## src/rtl/div_pkg.sv

```systemverilog
// div_pkg: shared types and helpers for the divider self-test monitors.
package div_pkg;
    typedef enum logic [1:0] {IDLE, ARM, MEASURE} meter_state_t;
    localparam int DEF_WIDTH = 16;
    function automatic logic [63:0] sat_value(input int w);
        return (64'd1 << w) - 64'd1;
    endfunction
endpackage

```

## src/rtl/sync_edge_detect.sv

```systemverilog
// sync_edge_detect: multi-flop synchronizer followed by a rising-edge detector.
module sync_edge_detect #(
    parameter int SYNC_STAGES = 2
) (
    input  logic clock,
    input  logic rst_n,
    input  logic sig_in,
    output logic s,
    output logic rise
);
    logic [SYNC_STAGES-1:0] ff;
    logic s_d;
    always_ff @(posedge clock or negedge rst_n) begin
        if (!rst_n) begin
            ff  <= '0;
            s_d <= 1'b0;
        end else begin
            ff  <= {ff[SYNC_STAGES-2:0], sig_in};
            s_d <= s;
        end
    end
    assign s    = ff[SYNC_STAGES-1];
    assign rise = s & ~s_d;
endmodule

```

## src/rtl/div_ratio_meter.sv

```systemverilog
// div_ratio_meter: measures period and high time of a divided clock in clock cycles.
module div_ratio_meter
    import div_pkg::*;
#(
    parameter int WIDTH       = DEF_WIDTH,
    parameter int SYNC_STAGES = 2
) (
    input  logic             clock,
    input  logic             rst_n,
    input  logic             en,
    input  logic             start,
    input  logic             sig_in,
    output logic             busy,
    output logic             valid,
    output logic             overflow,
    output logic [WIDTH-1:0] period,
    output logic [WIDTH-1:0] high_time
);
    localparam logic [WIDTH-1:0] SAT = WIDTH'(sat_value(WIDTH));
    meter_state_t state;
    logic [WIDTH-1:0] cnt, hcnt, hnext;
    logic s, rise, sat_hit;

    sync_edge_detect #(.SYNC_STAGES(SYNC_STAGES)) u_sync (
        .clock (clock),
        .rst_n (rst_n),
        .sig_in(sig_in),
        .s     (s),
        .rise  (rise)
    );

    // hnext includes the current cycle so the window spans exactly one period
    assign hnext   = (hcnt == SAT) ? SAT : hcnt + WIDTH'(s);
    assign sat_hit = (cnt == SAT);

    always_ff @(posedge clock or negedge rst_n) begin
        if (!rst_n) begin
            state     <= IDLE;
            busy      <= 1'b0;
            valid     <= 1'b0;
            overflow  <= 1'b0;
            period    <= '0;
            high_time <= '0;
            cnt       <= '0;
            hcnt      <= '0;
        end else begin
            valid <= 1'b0;
            if (!en) begin
                state <= IDLE;
                busy  <= 1'b0;
            end else begin
                case (state)
                    IDLE: if (start) begin
                        state <= ARM;
                        busy  <= 1'b1;
                        cnt   <= '0;
                        hcnt  <= '0;
                    end
                    ARM: if (rise) begin
                        state <= MEASURE;
                        cnt   <= '0;
                        hcnt  <= '0;
                    end else if (sat_hit) begin
                        state     <= IDLE;
                        busy      <= 1'b0;
                        valid     <= 1'b1;
                        overflow  <= 1'b1;
                        period    <= SAT;
                        high_time <= hcnt;
                    end else begin
                        cnt <= cnt + WIDTH'(1);
                    end
                    MEASURE: if (rise || sat_hit) begin
                        state     <= IDLE;
                        busy      <= 1'b0;
                        valid     <= 1'b1;
                        overflow  <= ~rise;
                        period    <= sat_hit ? SAT : cnt + WIDTH'(1);
                        high_time <= hnext;
                    end else begin
                        cnt  <= cnt + WIDTH'(1);
                        hcnt <= hnext;
                    end
                    default: state <= IDLE;
                endcase
            end
        end
    end
endmodule

```

## config.mk

```make
export PLATFORM = sky130hd
export DESIGN_NAME = div_ratio_meter
export DESIGN_NICKNAME = d
export VERILOG_FILES = /design/src/rtl/div_pkg.sv /design/src/rtl/sync_edge_detect.sv /design/src/rtl/div_ratio_meter.sv
export SDC_FILE = /design/constraint.sdc
export NUM_CORES = 1
export LEC_CHECK = 0
export CORE_ASPECT_RATIO = 1.1
export CORE_MARGIN = 4
export CORE_UTILIZATION = 40
export CTS_CLUSTER_DIAMETER = 120
export DETAILED_ROUTE_END_ITERATION = 8
export SYNTH_ARGS = -nofsm -noshare
export SYNTH_HDL_FRONTEND = slang
export SYNTH_SLANG_ARGS = --single-unit
```

## constraint.sdc

```tcl
create_clock -name clock -period 2.3 [get_ports clock]
set_clock_uncertainty 0.15 [all_clocks]
set_input_delay 0.69 -clock clock [delete_from_list [all_inputs] [get_ports clock]]
set_output_delay 0.69 -clock clock [all_outputs]
set_load 0.01 [all_outputs]
```

==> qor.yml <==
outcome: "finished, final reports clean"
grt_pass1_wl_um: 17310
grt_max_degree: 28
cts_hold_buf: 0
place.gp.congestion: 0.8572
timing.rr.start: "cnt[1]"
post_cts_buffers: 0
pin_count: 40
fmaxAchievable_mhz: 461.3
fin_area_um2: 4980
synth_top_cell_by_area: "dfrtp_1"
maxSlewViolCount: 0
worstSetupPathType: "in -> reg"
placed_area_um2: 4772
fin_crit_ns: 2.168
synth_top_cell_area_share_pct: 45.63
antenna_found_initial: 0
clk_latency_ns: 0.35
crit_required_ns: 2.39
htree_num_levels: 3
die_h_um: 112.2
relSlewSlack_pct: 64.36
dr.pass1.iters: 5
gr-usage-all-layers_pct: 18.70
ys_top_cells_by_area: "dfrtp_1, a21oi_1, o21ai_0"
synth_top_family_by_area: "compound AO/OA/AOI/OAI gates"
coreArea_um2: 9490
cts_resized: 0
clock_sinks: 72
synth-async-reset-ratio_pct: 100.0
p_leak_nw: 1.997
synth_xor_area_share_pct: 1.774
layout-area-overhead-vs-synth_pct: 26.11
synthFlopType: "dfrtp_1"
layout-drive-gt1-share_pct: 15.33
period_share_pct: 94.25
ir_drop_mv: 0.4283
wl_per_cell_um: 15.66
numCtsBuffers: 9
root_buffer: "clkbuf_8"
fin_nets: 530
cp-start-kind: "input port"
rsz0062_at_grt: "no"
cp.arrival_ns: 2.26
grt_overflow_total: 0
synth_edf_count: 0
p_per_area_nw_per_um2: 736.3
post-dp-hpwl_um: 7340
path_cells: "clkdlybuf4s50_1, nor2b_2, nand3_1, buf_4, o21a_2, o21ai_0, o41ai_1"
cp_max_fo: 16
min-delay-path-class: "in -> async"
synth-seq-cells: 72
hold_violations: 0
ys_types: 56
drc_errors: 0
seq_area_frac_synth_pct: 45.63
tightest_slew_ns: 0.5298
critPathTopFamily: "buffers and inverters"
cp_slowest_cell: "clkdlybuf4s50_1"
drt_wl_total_um: 10010
cap_violations: 0
numPortBuffers: 39
ant_nets: 0
crit_path_end_kind: "flop"
crit_buf_inv: 2
synth_compound_area_share_pct: 23.83
viasPerCell: 5.598
worstSetupStartpoint: "en"
clk_pin_slew_ns: 0.08
drt_iter0_drc: 203
final_cells: 639
synthAdderAreaFrac_pct: 2.535
cts_tree: "done"
synthMuxAreaShare_pct: 1.267
chipWidth_um: 102.7
synth_warnings: 0
avgSynthCellArea_um2: 8.874
dieArea_um2: 11530
syn_nets: 458
dp.cells: 623
fillers: 872
start_util_pct: 41.61
ctsLongestPathBuffers: 2
synthesis.area_um2: 3949
first_global_vias: 3478
synthCells: 445
insertedDiodeCount: 0
vias: 3577
finalSetupViolations: 0
max_stage_delay_ns: 0.47
yosys.area_share.simple_pct: 20.12
row_count: 37
## area by class of cell
cell class                      count  area, um^2  area share [%]
Clock buffer                       10       127.6           2.563
Clock inverter                      6       60.06           1.206
Inverter                           16       60.06           1.206
Multi-Input combinational cell    331        1972           39.60
Sequential cell                    72        1802           36.18
Tap cell                          117       146.4           2.940
Timing Repair Buffer               87       812.0           16.31
## final timing paths
| path | end | slack (ns) | cells past startpoint |
|---|---|---|---|
| max | cnt[7] | 0.13 | 7 |
| min | hcnt[7] | 0.04 | 1 |
| max reg2reg | period[5] | 0.16 | 8 |
| min reg2reg | u_sync.ff[1] | 0.20 | 0 |
| max in group asynchronous | period[11] | 1.45 | 2 |
| min in group clock | u_sync.ff[1] | 0.20 | 0 |
## synth_stat cells (2+ instances only)
cell	n
buf_4	3
nand2b_1	7
xor2_1	2
dfrtp_1	72
o2bb2ai_1	2
a21o_1	2
a31oi_1	8
nor4_1	7
o211ai_1	3
buf_2	10
o21ai_1	6
o21ai_0	41
o22ai_1	12
nand3_1	20
o41ai_1	5
inv_1	16
o31ai_1	10
o21bai_1	2
nor3_1	13
nand2_1	51
a22oi_1	2
nor2_1	30
mux2i_1	5
nor2b_1	4
clkbuf_1	9
ha_1	8
and3_1	8
nand4_1	9
a21oi_1	45
clkbuf_2	2
xnor2_1	6
## layout by cell type, fill, tap and decap left out, types with 3 or more instances in the layout
cell type,n
dfrtp_1,72
nand2_1,51
a21oi_1,45
buf_4,42
o21ai_0,41
clkdlybuf4s50_1,38
nor2_1,30
nand3_1,20
inv_1,16
nor3_1,12
o22ai_1,12
o31ai_1,10
nand4_1,9
clkbuf_8,9
and3_1,8
a31oi_1,8
nand2b_1,7
nor4_1,7
ha_1,7
xnor2_1,6
o21ai_1,6
mux2i_1,5
o41ai_1,5
buf_12,5
nor2b_1,3
o211ai_1,3
clkinv_2,3
## report_power, final
group | leakage, nW | internal (mW) | switching, mW
clock | 0.0920 | 0.495 | 0.487
combinational | 0.967 | 0.588 | 0.573
sequential | 0.938 | 1.43 | 0.0924
total | 2.00 | 2.51 | 1.15
## worst reg2reg max path, stage by stage (launching register included)
cell and delay [ns]:
dfrtp_1 0.39, ha_1 0.24, nand3_4 0.11, nor4_4 0.27
buf_4 0.21, o2111a_2 0.26, buf_4 0.22, nor2_1 0.07
a31oi_1 0.14
## layer usage
layer,track usage (%),vias to the layer above,wire (um)
li1,-,1772,-
met1,26.70,1699,4637
met2,28.17,92,4784
met3,3.853,14,437
met4,6.390,0,147
met5,0,-,0
## logic make-up (layout without fill, tap and decap cells)
family | count (synthesis) | after routing
AOI/OAI and AO/OA | 152 | 152
xor gates and xnor gates | 8 | 8
adders and majority gates | 8 | 8
buffers and inverters | 42 | 119
DFF | 72 | 72
muxes | 5 | 5
and+or+nand+nor | 158 | 158
## stage by stage
step	power, mW	TNS [ns]	utilization [%]	hold WS, ns	setup WS [ns]
after floorplan	2.098	0	-	0.1812	0.1382
after global placement	2.691	-5.734	50.28	0.1829	-0.2259
after detailed placement	2.709	-6.499	50.28	0.1912	-0.2666
after CTS	3.708	0	52.26	0.03605	0.1238
after global routing	3.910	0	52.47	0.03326	0.0002951
final	3.667	0	52.47	0.04253	0.1324
## state kept, by name, summed over array words and instances (netlist names), 2 cells and up
signal / cells
state: 2
cnt: 16
hcnt: 16
u_sync.ff: 2
high_time: 16
period: 16
(Power assumes the default switching activity.)
